**src/rtl/seq_rest_div_pkg.sv**
```systemverilog
// Shared types and reset values for the sequential restoring divider.
package seq_rest_div_pkg;

    typedef enum logic [1:0] {
        IDLE,
        RUN,
        DONE
    } state_t;

    localparam state_t RST_STATE = IDLE;
    localparam logic   RST_FLAG  = 1'b0;

endpackage

```
**src/rtl/seq_rest_div_if.sv**
```systemverilog
// Request/result bundle for seq_rest_div; the sgn signal exists only
// when SEQ_REST_DIV_SIGNED_EN is defined.
interface seq_rest_div_if #(
    parameter int W = 8
);
    logic         start;
    logic [W-1:0] x;
    logic [W-1:0] y;
`ifdef SEQ_REST_DIV_SIGNED_EN
    logic         sgn;
`endif
    logic         busy;
    logic         done;
    logic [W-1:0] q;
    logic [W-1:0] r;
    logic         dbz;

`ifdef SEQ_REST_DIV_SIGNED_EN
    modport master (output start, x, y, sgn, input busy, done, q, r, dbz);
    modport slave  (input start, x, y, sgn, output busy, done, q, r, dbz);
`else
    modport master (output start, x, y, input busy, done, q, r, dbz);
    modport slave  (input start, x, y, output busy, done, q, r, dbz);
`endif
endinterface

```
**src/rtl/seq_rest_div_step.sv**
```systemverilog
// One restoring-division iteration: shift {A,Q} left, trial-subtract M,
// restore on a negative result.
module rest_div_step #(
    parameter int W = 8
) (
    input  logic [W:0]   a,
    input  logic [W-1:0] q,
    input  logic [W:0]   m,
    output logic [W:0]   a_nx,
    output logic [W-1:0] q_nx
);
    logic [W:0] a_sh;
    logic [W:0] diff;
    // A stays below M after every restore, so its top bit is always zero
    logic       unused_a_msb;

    assign unused_a_msb = a[W];

    always_comb begin
        a_sh = {a[W-1:0], q[W-1]};
        diff = a_sh - m;
        if (diff[W]) begin
            a_nx = a_sh;
            q_nx = {q[W-2:0], 1'b0};
        end else begin
            a_nx = diff;
            q_nx = {q[W-2:0], 1'b1};
        end
    end
endmodule

```
**src/rtl/seq_rest_div.sv**
```systemverilog
// Sequential restoring divider, one quotient bit per clock.
// Define SEQ_REST_DIV_SIGNED_EN to add two's-complement division via bus.sgn.
module seq_rest_div
    import seq_rest_div_pkg::*;
#(
    parameter int W  = 8,
    parameter int CW = $clog2(W + 1)
) (
    input  logic          clk,
    input  logic          rst,
    seq_rest_div_if.slave bus
);
    state_t        state_q, state_d;
    logic [W:0]    a_q, m_q, a_nx;
    logic [W-1:0]  qr_q, q_nx;
    logic [CW-1:0] cnt_q;
    logic [W-1:0]  q_q, r_q;
    logic          dbz_q;
    logic          qneg_q, rneg_q;
    logic          x_neg, y_neg;
    logic [W-1:0]  x_mag, y_mag;
    logic          accept, last_iter;

    assign accept    = bus.start && (state_q != RUN);
    assign last_iter = (cnt_q == CW'(W - 1));

    rest_div_step #(.W(W)) u_step (
        .a    (a_q),
        .q    (qr_q),
        .m    (m_q),
        .a_nx (a_nx),
        .q_nx (q_nx)
    );

    // Signed mode divides magnitudes; signs are reapplied when results land
    always_comb begin
        x_neg = 1'b0;
        y_neg = 1'b0;
        x_mag = bus.x;
        y_mag = bus.y;
`ifdef SEQ_REST_DIV_SIGNED_EN
        if (bus.sgn) begin
            x_neg = bus.x[W-1];
            y_neg = bus.y[W-1];
        end
        if (x_neg) x_mag = -bus.x;
        if (y_neg) y_mag = -bus.y;
`endif
    end

    always_comb begin
        state_d = state_q;
        unique case (state_q)
            RUN: begin
                if (last_iter) state_d = DONE;
            end
            default: begin
                if (bus.start) state_d = (bus.y == '0) ? DONE : RUN;
                else           state_d = IDLE;
            end
        endcase
    end

    always_ff @(posedge clk or posedge rst) begin
        if (rst) begin
            state_q <= RST_STATE;
            a_q     <= '0;
            m_q     <= '0;
            qr_q    <= '0;
            cnt_q   <= '0;
            q_q     <= '0;
            r_q     <= '0;
            dbz_q   <= RST_FLAG;
            qneg_q  <= RST_FLAG;
            rneg_q  <= RST_FLAG;
        end else begin
            state_q <= state_d;
            if (accept) begin
                a_q    <= '0;
                qr_q   <= x_mag;
                m_q    <= {1'b0, y_mag};
                cnt_q  <= '0;
                qneg_q <= x_neg ^ y_neg;
                rneg_q <= x_neg;
                if (bus.y == '0) begin
                    q_q   <= '1;
                    r_q   <= bus.x;
                    dbz_q <= 1'b1;
                end
            end else if (state_q == RUN) begin
                a_q   <= a_nx;
                qr_q  <= q_nx;
                cnt_q <= cnt_q + CW'(1);
                if (last_iter) begin
                    q_q   <= qneg_q ? -q_nx : q_nx;
                    r_q   <= rneg_q ? -a_nx[W-1:0] : a_nx[W-1:0];
                    dbz_q <= 1'b0;
                end
            end
        end
    end

    assign bus.busy = (state_q == RUN);
    assign bus.done = (state_q == DONE);
    assign bus.q    = q_q;
    assign bus.r    = r_q;
    assign bus.dbz  = dbz_q;
endmodule

```
**src/flat_wrapper.sv**
```systemverilog
// flat-port wrapper written by rule: the top's interface ports become plain ports
module seq_rest_div_flat import seq_rest_div_pkg::*;
#(
    parameter int W  = 8,
    parameter int CW = $clog2(W + 1)
)
  (clk, rst, bus_start, bus_x, bus_y, bus_busy, bus_done, bus_q, bus_r, bus_dbz);
  seq_rest_div_if #(.W(W)) bus_i ();
  input  logic clk;
  input  logic rst;
  input wire logic [$bits(bus_i.start)-1:0] bus_start;
  input wire logic [$bits(bus_i.x)-1:0] bus_x;
  input wire logic [$bits(bus_i.y)-1:0] bus_y;
  output wire logic [$bits(bus_i.busy)-1:0] bus_busy;
  output wire logic [$bits(bus_i.done)-1:0] bus_done;
  output wire logic [$bits(bus_i.q)-1:0] bus_q;
  output wire logic [$bits(bus_i.r)-1:0] bus_r;
  output wire logic [$bits(bus_i.dbz)-1:0] bus_dbz;
  assign bus_i.start = bus_start;
  assign bus_i.x = bus_x;
  assign bus_i.y = bus_y;
  assign bus_busy = bus_i.busy;
  assign bus_done = bus_i.done;
  assign bus_q = bus_i.q;
  assign bus_r = bus_i.r;
  assign bus_dbz = bus_i.dbz;
  seq_rest_div #(.W(W), .CW(CW)) u_core (.clk(clk), .rst(rst), .bus(bus_i));
endmodule
```
**config.mk**
```make
export PLATFORM = sky130hd
export DESIGN_NAME = seq_rest_div_flat
export DESIGN_NICKNAME = d
export VERILOG_FILES = /design/src/rtl/seq_rest_div_pkg.sv /design/src/rtl/seq_rest_div_if.sv /design/src/rtl/seq_rest_div_step.sv /design/src/rtl/seq_rest_div.sv /design/src/flat_wrapper.sv
export SDC_FILE = /design/constraint.sdc
export NUM_CORES = 1
export LEC_CHECK = 0
export CORE_MARGIN = 2
export CORE_UTILIZATION = 57
export DETAILED_ROUTE_END_ITERATION = 16
export DONT_BUFFER_PORTS = 1
export PLACE_DENSITY = 0.77
export SYNTH_ARGS = -nofsm -noshare
export SYNTH_HDL_FRONTEND = slang
export SYNTH_HIERARCHICAL = 1
export SYNTH_SLANG_ARGS = --single-unit
```
**constraint.sdc**
```tcl
create_clock -name clk -period 2.6 [get_ports clk]
set_input_delay 0.26 -clock clk [delete_from_list [all_inputs] [get_ports clk]]
set_output_delay 0.26 -clock clk [all_outputs]
set_load 0.02 [all_outputs]
```
# --- Yosys cells after proc, flatten, opt, wreduce, memory -nomap -nowiden ---
# Index checks and enable logic that the tools add are counted.
op_classes:
  add_sub_neg: 2
  n_eq_ne: 6
  n_mux: 24
  n_reduce_logical: 5
op_table:
  columns: ["op", "count"]
  rows:
  - ["$mux 8", 13]
  - ["$sub 9x8->9", 1]
  - ["$logic_not 8->1", 1]
  - ["$mux 2", 4]
  - ["$mux 4", 2]
  - ["$mux 1", 5]
  - ["$add 4x1->4 const B", 1]
  - ["$eq 4x3->1 const B", 1]
  - ["$ne 2x1->1 const B", 2]
  - ["$reduce_bool 2->1", 2]
  - ["$reduce_and 3->1", 1]
  - ["$eq 2x1->1 const B", 1]
  - ["$eq 2x2->1 const B", 1]
  - ["$ne 2x2->1 const B", 1]
  - ["$logic_and 1x1->1", 1]
word_totals:
  reg_bits: 47
  in_bits: 19
  out_inout_bits: 19
  elab_cells: 45

# --- Depth between registers and ports, before layout ---
# Gate-level depths: netlist (run 1).
depth:
  word_depth: 5
  ltp_mapped: 10
  depth_no_buf: 10

# --- By module ---
# Netlist (run 1), hierarchy kept.
modules_own_cells:
  columns: ["module", "n_inst", "cells_per_inst", "area_per_inst_um2", "seq_area_each_um2"]
  rows:
  - ["seq_rest_div", 1, 199, 2178.3, 1201.2]
  - ["rest_div_step", 1, 75, 620.6, 0.0]

# --- Worst setup path before layout (run 1) ---
# OpenSTA, ideal clock, no wires.
synth_timing:
  path_type: "register to register"
  start: "reg u_core.qr_q[7]"
  end: "reg u_core.r_q[2] (netlist: u_core/bus.r[2])"
  setup_time_ns: 0.119
  arrival_time_ns: 2.301
  required_ns: 2.481
  slack_ns: 0.180
  stages_incl_launch_ff: 11
  n_path_buf: 0
  period_less_slack_ns: 2.420
  cell_sequence: "dfrtp_1 -> inv_1 -> ha_1 -> fa_1 -> nand2b_2 -> a21oi_4 -> a21oi_4 -> xnor2_4 -> mux2_4 -> mux2i_1 -> o21ai_2"
synth_via:
  elab_chain_len: 5
synth_lines:
  columns: ["element", "line_no", "rtl"]
  rows:
  - ["start: declaration", "seq_rest_div.sv:15", "logic [W-1:0] qr_q, q_nx;"]
  - ["start signal: assignment", "seq_rest_div.sv:80", "qr_q <= x_mag;"]
  - ["start signal: assignment", "seq_rest_div.sv:92", "qr_q <= q_nx;"]
  - ["$sub 9x8->9", "seq_rest_div_step.sv:21", "diff = a_sh - m;"]
  - ["$mux 8", "seq_rest_div_step.sv:22", "if (diff[W]) begin"]
  - ["named net u_core.a_nx[2]", "seq_rest_div.sv:14", "logic [W:0] a_q, m_q, a_nx;"]
  - ["$mux 8", "seq_rest_div.sv:94", "if (last_iter) begin"]
  - ["$mux 8", "seq_rest_div.sv:90", "end else if (state_q == RUN) begin"]
  - ["$mux 8", "seq_rest_div.sv:78", "if (accept) begin"]
  - ["end signal: assignment", "seq_rest_div.sv:87", "r_q <= bus.x;"]
  - ["end signal: assignment", "seq_rest_div.sv:96", "r_q <= rneg_q ? -a_nx[W-1:0] : a_nx[W-1:0];"]
  - ["end: declaration", "seq_rest_div.sv:17", "logic [W-1:0] q_q, r_q;"]
# The timed path passes the listed nets, and every way through them passes these cells. The select of a mux whose other input is x is not followed.
# A chain may end at the register's enable or synchronous reset.

# --- Worst setup path after layout (run 1) ---
layout_timing:
  start: "reg u_core.qr_q[7]"
  end: "reg u_core.r_q[3] (netlist: u_core/bus.r[3])"
# Same word-level chain as after synthesis.

==> results of run 1 <==
-- critical path: cells and delay by family (launching register included) --
kind / cells / cell delay [ns]
adders and majority gates: 2 / 0.62
muxes: 2 / 0.49
AOI/OAI and AO/OA: 3 / 0.35
DFF: 1 / 0.35
buffers and inverters: 2 / 0.21
and+or+nand+nor: 1 / 0.21
xor gates and xnor gates: 1 / 0.16
-- cell type report --
class	instances	area (um2)	share of cell area [%]
Clock buffer	5	68.82	2.419
Clock inverter	3	27.53	0.9675
Inverter	25	93.84	3.298
Multi-Input combinational cell	177	1369	48.11
Sequential cell	47	1176	41.34
Tap cell	54	67.56	2.375
Timing Repair Buffer	4	42.54	1.495
-- flip-flops by register name (all words and copies together), names as in the netlist --
| register | count |
|---|---|
| u_core/a_q | 8 |
| u_core/bus.q | 8 |
| u_core/bus.r | 8 |
| u_core/m_q | 8 |
| u_core/qr_q | 8 |
| u_core/cnt_q | 4 |
| u_core/state_q | 2 |
| u_core/bus.dbz | 1 |
-- repair_timing --
| item | in CTS | in global routing |
|---|---|---|
| buffers inserted | 0 | 1 |
| gates resized for setup | 0 | 3 |
| endpoints found under the setup margin | 0 | 4 |
| hold buffers | 0 | 0 |
-- worst min-delay path by stage --
stage | startpoint | end | slack, ns | cells after the start
global route | bus_start | u_core/cnt_q[2] | 0.03 | 1
finish | bus_start | u_core/cnt_q[2] | 0.03 | 1
CTS | bus_start | u_core/cnt_q[2] | 0.02 | 1
floorplan | bus_y[1] | u_core/m_q[1] | 0.41 | 1
global placement | bus_start | u_core/cnt_q[2] | 0.35 | 1
detailed placement | bus_start | u_core/cnt_q[2] | 0.36 | 1
-- stage by stage --
step | instance area [um2] | hold slack, ns | setup slack [ns]
2_1_floorplan | 2750 | 0.4105 | 0.1882
3_3_place_gp | 2730 | 0.3513 | 0.1981
3_5_place_dp | 2730 | 0.3623 | 0.1104
4_1_cts | 2826 | 0.02267 | 0.1154
5_1_grt | 2845 | 0.02663 | -0.002363
6_report | 2845 | 0.03143 | 0.1156
-- per-layer routing --
metal	wire length (um)	part of all wire (%)	vias to the layer above	track usage [%]
met2	2523	49	42	34.52
met3	290	5.6	7	6.447
li1	-	-	893	-
met1	2273	44	902	27.19
met5	0	0	-	0
met4	57	1.1	0	5.455
==> out/metrics.yaml, run 1 <==
fin_crit_ns: 2.484
fmax_ghz: 0.4025
num_antenna_cells: 0
core.rowCount: 25
dieArea_mm2: 0.005396
end_kind: "flip-flop"
area_growth_pct: 3.458
first_pass_iters: 4
maxSlewViolCount: 0
worstSetupStartpointType: "flip-flop"
setup_viol: 0
hpwlAfterDp_um: 3719
syn_area_per_cell_um2: 10.22
cts_sinks: 47
wl_um: 5144
worst_pin_slew_ns: 0.9618
fin_crit_sh_pct: 95.55
initial_core_util_pct: 58.61
layout-drive-gt1-share_pct: 20.69
clk-insertion-delay-late_ns: 0.31
dieWidth_um: 73.46
fill_cells: 390
rr_worst_depth: 11
gp_congestion: 0.8294
vias_per_cell: 5.854
crit_chain: "inv_1, ha_1, fa_1, nand2b_2, a21oi_4, a21oi_4, xnor2_4, buf_12, mux2_4, mux2i_2, o21ai_2"
drtIter0Drc: 95
grt_pass1_wl_um: 8769
core_mm2: 0.004692
syn_inst: 269
cp.arrival_ns: 2.69
cts_tree: "done"
layout_common_cells: "47 x dfrtp_1, 32 x nand2_1, 23 x inv_1"
post-place-cells: 306
r2r-end: "u_core/bus.r[3]"
cts_root_buffer: "clkbuf_8"
antenna_found_initial: 0
setup_tns_ns: 0
num_io_pins: 38
reg2reg_slack_ns: 0.12
wire_per_inst_um: 16.33
first_global_vias: 1815
crit_type: "reg2reg"
hold_violations: 0
grt_max_degree: 48
layout.nets: 289
critPathLaunch: "u_core/qr_q[7]"
cts-buffers-inserted: 5
htreeDepth: 2
drc: 0
layout_commonest_cell: "dfrtp_1"
relSlewSlack_pct: 35.79
die-height_um: 73.46
vias: 1844
clkTransAtPathRegs_ns: 0.10
cap_violations: 0
yosys_warnings: 6
r2r-start: "u_core/qr_q[7]"
crit_end: "u_core/bus.r[3]"
grt_use_total_pct: 21.07
worst_path_most_repeated_cell: "a21oi_4"
ant_nets: 0
final_cells: 315
cpMaxStageDelayCell: "fa_1"
clockBufferDepth: 2
fin_worst_skew_ns: 0.01441
max_stage_delay_ns: 0.40
worstPathRequired_ns: 2.81
synth_nets: 298
status: "finished clean"
io_buffers: 0
overflow: 0
utilization_pct: 60.64
crit_fanout: 10
syn_area_mm2: 0.002750
holdCritPathClass: "in2reg"
Power of run 1 is not shown: default switching activity piles up to over one toggle a cycle in this logic, so the estimate is an artifact.
==> run 2: changes to the inputs <==
--- a/config.mk
+++ b/config.mk
@@ -10,7 +10,7 @@
 export DETAILED_ROUTE_END_ITERATION = 16
 export DONT_BUFFER_PORTS = 1
 export PLACE_DENSITY = 0.77
+export SKIP_LAST_GASP = 1
 export SYNTH_ARGS = -nofsm -noshare
 export SYNTH_HDL_FRONTEND = slang
-export SYNTH_HIERARCHICAL = 1
 export SYNTH_SLANG_ARGS = --single-unit
==> out/metrics.yaml, run 2 <==
drc: 0  # unchanged
clk-insertion-delay-late_ns: 0.31  # about the same
wl_met3_um: 288  # -0.69%
synthArstFlopShare_pct: 100.0
yosysMostFrequentCell: "dfrtp_1"
post-place-cells: 299  # -2.3%
layout.nets: 293  # +1.4%
worst_pin_slew_ns: 0.9709  # +0.009075 ns
clkTransAtPathRegs_ns: 0.09  # about the same
synth.largest_area_cell: "dfrtp_1"
synth_top_area_share_pct: 47.45
overflow: 0  # unchanged
reg2reg_slack_ns: 0.07  # -0.04 ns
synth_edf_count: 0
grt_use_total_pct: 22.86  # +1.8 points
wl_met2_um: 2658  # +5.4%
cts_root_buffer: "clkbuf_8"
p_per_area_mw_per_mm2: 1590
gp_congestion: 0.7965  # -4.0%
initial_core_util_pct: 60.66  # +2.0 points
fmax_ghz: 0.3960  # -1.6%
critPathLaunch: "u_core.qr_q[7]"
layout-drive-gt1-share_pct: 14.34  # -6.4 points
end_kind: "flip-flop"
die-height_um: 69.94  # -4.8%
dieWidth_um: 69.94  # -4.8%
fin_crit_ns: 2.526  # +0.04111 ns
hpwlAfterDp_um: 3716  # about the same
dieArea_mm2: 0.004892  # -9.4%
r2r-start: "u_core.qr_q[7]"
hold_violations: 0  # unchanged
top_layer: "met4"
fin_crit_sh_pct: 97.14  # +1.6 points
syn_area_mm2: 0.002479  # -9.9%
holdCritPathClass: "in2async"
ys_ff_latch: 47
core_mm2: 0.004086  # -13%
design_area_mm2: 0.002745  # -3.5%
first_global_vias: 1874  # +3.3%
r2r-end: "u_core.a_q[2]"
vias_per_cell: 5.997  # +2.4%
area_growth_pct: 10.75
htreeDepth: 2  # unchanged
num_io_pins: 38  # unchanged
wire_per_inst_um: 17.26  # +5.7%
final_cells: 315  # unchanged
grt_max_degree: 48  # unchanged
layout_common_cells: "47 x dfrtp_1, 42 x o21ai_0, 32 x nand2_1"
crit_fanout: 7  # -3
wirelength_met1_um: 2379  # +4.7%
cp.arrival_ns: 2.69  # about the same
synth-seq-area-share_pct: 47.45
first_pass_iters: 4  # unchanged
io_buffers: 0  # unchanged
clockBufferDepth: 2  # unchanged
grt_pass1_wl_um: 8970  # +2.3%
ant_nets: 0  # unchanged
cts_hold_buf: 0  # unchanged
cap_violations: 0  # unchanged
worstPathRequired_ns: 2.76  # -0.05 ns
synth_common_cells: "47 x dfrtp_1, 43 x o21ai_0, 32 x nand2_1"
cts-buffers-inserted: 5  # unchanged
drtIter0Drc: 122  # +28%
syn_area_per_cell_um2: 9.607  # -6.0%
power_mw: 4.364
layout_commonest_cell: "dfrtp_1"
synth_nets: 287  # -3.7%
cts_tree: "done"
rr_worst_depth: 11  # unchanged
cts_sinks: 47  # unchanged
crit_type: "reg2reg"
worstSetupStartpointType: "flip-flop"
relSlewSlack_pct: 35.18  # -0.61 points
antenna_found_initial: 0  # unchanged
yosys_warnings: 0  # -6
num_antenna_cells: 0  # unchanged
placed_area_mm2: 0.002524  # -7.6%
synth_area_leaders: "dfrtp_1 47%, mux2i_1 8.9%, o21ai_0 8.7%"
yosysUniqueCellTypes: 40
p_leak_nw: 1.263
setup_viol: 0  # unchanged
fin_worst_skew_ns: 0.01315  # -0.001261 ns
status: "finished clean"
wl_um: 5438  # +5.7%
vias: 1889  # +2.4%
vdd_ir_drop_max_uv: 665.7
maxSlewViolCount: 0  # unchanged
ys.flop_type: "dfrtp_1"
syn_inst: 258  # -4.1%
core.rowCount: 23  # -8.0%
run 2: per-layer routing:
layer / track usage, % / vias up
li1: - / 909
met1: 30.15 / 914
met2: 37.25 / 54
met3: 5.195 / 12
met4: 7.692 / 0
met5: 0 / -
run 2: cell type report:
cell class                      instances  area (um2)
Fill cell                             319        1341
Sequential cell                        47        1176
Tap cell                               50       62.56
Clock buffer                            5       68.82
Multi-Input combinational cell        184        1241
Timing Repair Buffer                   13       101.3
Clock inverter                          3       46.29
Inverter                               13       48.80
run 2: timing repair:
item                       4_1_cts  5_1_grt
setup endpoints to repair        7       15
gates resized for setup          1       12
buffers inserted                 0        9
pin swaps                        0        7
run 2: worst max path at each step:
stage	end	cells after the start
after floorplan	u_core.a_q[7]	11
after global placement	u_core.bus.r[5]	11
after detailed placement	u_core.a_q[2]	11
after CTS	u_core.a_q[2]	11
after global routing	u_core.a_q[2]	11
final	u_core.a_q[2]	11
run 2: power breakdown:
part | switching [mW] | internal, mW | total [mW]
clock | 0.266 | 0.290 | 0.556
sequential | 0.388 | 1.07 | 1.46
combinational | 1.27 | 1.08 | 2.35
run 2: per-stage QoR:
stage	utilization, %	setup WS, ns	setup TNS, ns	hold slack [ns]
global route	67.18	-0.05746	-0.1601	0.07318
global placement	61.76	0.1309	0	0.3821
detailed placement	61.76	0.02879	0	0.3842
CTS	64.64	0.03378	0	0.07280
floorplan	-	0.3179	0	0.3654
finish	67.18	0.07449	0	0.05501
run 2: logic make-up (layout without fill, tap and decap cells):
| family | after synthesis | in the layout | synth area share [%] |
|---|---|---|---|
| multiplexers | 23 | 23 | 9.339 |
| XOR/XNOR | 6 | 6 | 2.121 |
| AO/OA/AOI/OAI | 73 | 73 | 17.11 |
| adder cells (fa/ha/maj) | 10 | 10 | 5.351 |
| AND/OR/NAND/NOR | 72 | 72 | 14.24 |
| buffers and inverters | 27 | 34 | 4.392 |
| flip-flops | 47 | 47 | 47.45 |
run 2: worst max-delay path, stage by stage, from the launching register on:
cell and delay (ns):
dfrtp_1 0.40, inv_2 0.08, ha_4 0.13, inv_2 0.05
fa_2 0.40, a211oi_2 0.32, nor3_2 0.09, mux2i_1 0.16
nor2_2 0.20, buf_6 0.20, mux2i_2 0.25, o21ai_0 0.11
Power figures use the tool's default switching activity.
==> run 3: changes to the inputs <==
--- a/config.mk
+++ b/config.mk
@@ -7,6 +7,7 @@
 export LEC_CHECK = 0
 export CORE_MARGIN = 2
 export CORE_UTILIZATION = 57
+export CTS_BUF_LIST = sky130_fd_sc_hd__clkbuf_16
 export DETAILED_ROUTE_END_ITERATION = 16
 export DONT_BUFFER_PORTS = 1
 export PLACE_DENSITY = 0.77
==> out/metrics.yaml, run 3 (same netlist as run 2, synthesis figures left out) <==
grt_max_degree: 48  # unchanged
maxSlewViolCount: 0  # unchanged
post-place-cells: 299  # unchanged
fill_cells: 319  # unchanged
num_antenna_cells: 0  # unchanged
p_per_area_mw_per_mm2: 1611  # +1.4%
max_stage_delay_ns: 0.38  # -0.02 ns
placed_area_mm2: 0.002524  # unchanged
antenna_found_initial: 0  # unchanged
cts_sinks: 47  # unchanged
design_area_mm2: 0.002739  # -0.23%
cts-buffers-inserted: 5  # unchanged
wl_um: 5358  # -1.5%
p_leak_nw: 1.259  # -0.32%
worstPathRequired_ns: 2.75  # about the same
layout.nets: 287  # -2.0%
io_buffers: 0  # unchanged
core_mm2: 0.004086  # unchanged
status: "finished clean"
worstSetupStartpointType: "flip-flop"
vias: 1852  # -2.0%
wl_met2_um: 2709  # +1.9%
holdCritPathClass: "in2async"
power_frac_seq_pct: 33.0  # -0.4 points
clkPwrFrac_pct: 16.9  # +4.2 points
fin_crit_sh_pct: 93.12  # -4.0 points
hpwlAfterDp_um: 3716  # unchanged
clkTransAtPathRegs_ns: 0.06  # -0.03 ns
r2r-start: "u_core.qr_q[7]"
gp_congestion: 0.7965  # unchanged
crit_type: "reg2reg"
power.internal_mw: 2.525  # +3.4%
worst_path_most_repeated_cell: "inv_1"
first_global_vias: 1874  # unchanged
crit_end: "u_core.a_q[2]"
clk-insertion-delay-late_ns: 0.29  # -0.02 ns
dieArea_mm2: 0.004892  # unchanged
first_pass_iters: 5  # +1
ant_nets: 0  # unchanged
vias_per_cell: 5.994  # about the same
area_growth_pct: 10.50
core.rowCount: 23  # unchanged
final_cells: 309  # -1.9%
rr_worst_depth: 11  # unchanged
crit_chain: "inv_1, ha_1, inv_1, fa_2, a211oi_2, nor3_1, mux2i_1, nor2_2, buf_6, mux2i_2, o21ai_0"
end_kind: "flip-flop"
comb_power_share_pct: 50.2  # -3.7 points
grt_pass1_wl_um: 8983  # +0.14%
cts_tree: "done"
cpMaxStageDelayCell: "dfrtp_1"
cp.arrival_ns: 2.57  # -0.12 ns
wl_met3_um: 265  # -8.0%
crit_fanout: 7  # unchanged
cap_violations: 0  # unchanged
utilization_pct: 67.02  # -0.15 points
vdd_ir_drop_max_uv: 773.5  # +16%
top_layer: "met4"
p_sw_mw: 1.889  # -1.7%
relSlewSlack_pct: 35.18  # about the same
fin_worst_skew_ns: 0.005688  # -0.007464 ns
cts_hold_buf: 0  # unchanged
wire_per_inst_um: 17.34  # +0.44%
drc: 0  # unchanged
swShare_pct: 42.80  # -1.2 points
htreeDepth: 2  # unchanged
reg2reg_slack_ns: 0.18  # +0.10 ns
critPathLaunch: "u_core.qr_q[7]"
wirelength_met1_um: 2318  # -2.6%
layout-drive-gt1-share_pct: 10.81  # -3.5 points
r2r-end: "u_core.a_q[2]"
hold_violations: 0  # unchanged
num_io_pins: 38  # unchanged
fmax_ghz: 0.4130  # +4.3%
fin_crit_ns: 2.421  # -0.1043 ns
worst_pin_slew_ns: 0.9723  # +0.001437 ns
clockBufferDepth: 2  # unchanged
layout_commonest_cell: "dfrtp_1"
drtIter0Drc: 201  # +65%
grt_use_total_pct: 23.10  # +0.25 points
initial_core_util_pct: 60.66  # unchanged
dieWidth_um: 69.94  # unchanged
layout_common_cells: "47 x dfrtp_1, 43 x o21ai_0, 32 x nand2_1"
overflow: 0  # unchanged
cts_root_buffer: "clkbuf_16"
die-height_um: 69.94  # unchanged
setup_viol: 0  # unchanged
## run 3: worst min path at each step
stage	startpoint	depth (start not counted)	endpoint
final	rst	1	u_core.m_q[5]
after global routing	bus_y[0]	2	u_core.m_q[0]
after CTS	bus_y[2]	2	u_core.m_q[2]
after detailed placement	bus_y[2]	2	u_core.m_q[2]
after global placement	bus_y[5]	2	u_core.m_q[5]
after floorplan	bus_y[0]	2	u_core.m_q[0]
## run 3: per-stage QoR
step                      setup WS (ns)  total power [mW]  hold WS, ns  setup TNS [ns]
after floorplan                  0.3179             2.999       0.3654               0
after global placement           0.1309             3.354       0.3821               0
after detailed placement        0.02879             3.429       0.3842               0
after CTS                      0.009063             4.182      0.08965               0
after global routing          -0.004333             4.755      0.09211       -0.004333
final                            0.1788             4.413      0.07180               0
## run 3: timing repair
action | 4_1_cts | 5_1_grt
gates resized for setup | 0 | 7
setup buffers | 0 | 2
endpoints found under the setup margin | 0 | 14
## run 3: critical path: cells and delay by family, from the launching register on
kind / cells / cell delay, ns
DFF: 1 / 0.38
muxes: 2 / 0.41
adders and majority gates: 2 / 0.54
buffers and inverters: 3 / 0.33
AOI/OAI and AO/OA: 2 / 0.33
and+or+nand+nor: 2 / 0.28
## run 3: power groups by stage
stage	Clock, mW	Combinational [mW]	Sequential (mW)
floorplan	0	1.62	1.38
global placement	0	1.90	1.45
detailed placement	0	1.97	1.46
CTS	0.748	1.98	1.45
global route	0.777	2.48	1.50
finish	0.744	2.21	1.46
## run 3: layout make-up
cell class	instances	area, um2	area share [%]
clock buffers	5	125.1	4.568
repair buffers	7	56.30	2.056
inverters	13	48.80	1.782
clock inverters	3	46.29	1.690
multi-input cells	184	1224	44.68
well taps	50	62.56	2.284
flip-flops and latches	47	1176	42.94
## run 3: layer usage
metal  global-route usage [%]  vias up
met5                        0        -
met4                    7.265        0
met3                    6.638        8
met2                    37.14       39
met1                    30.24      904
li1                         -      901
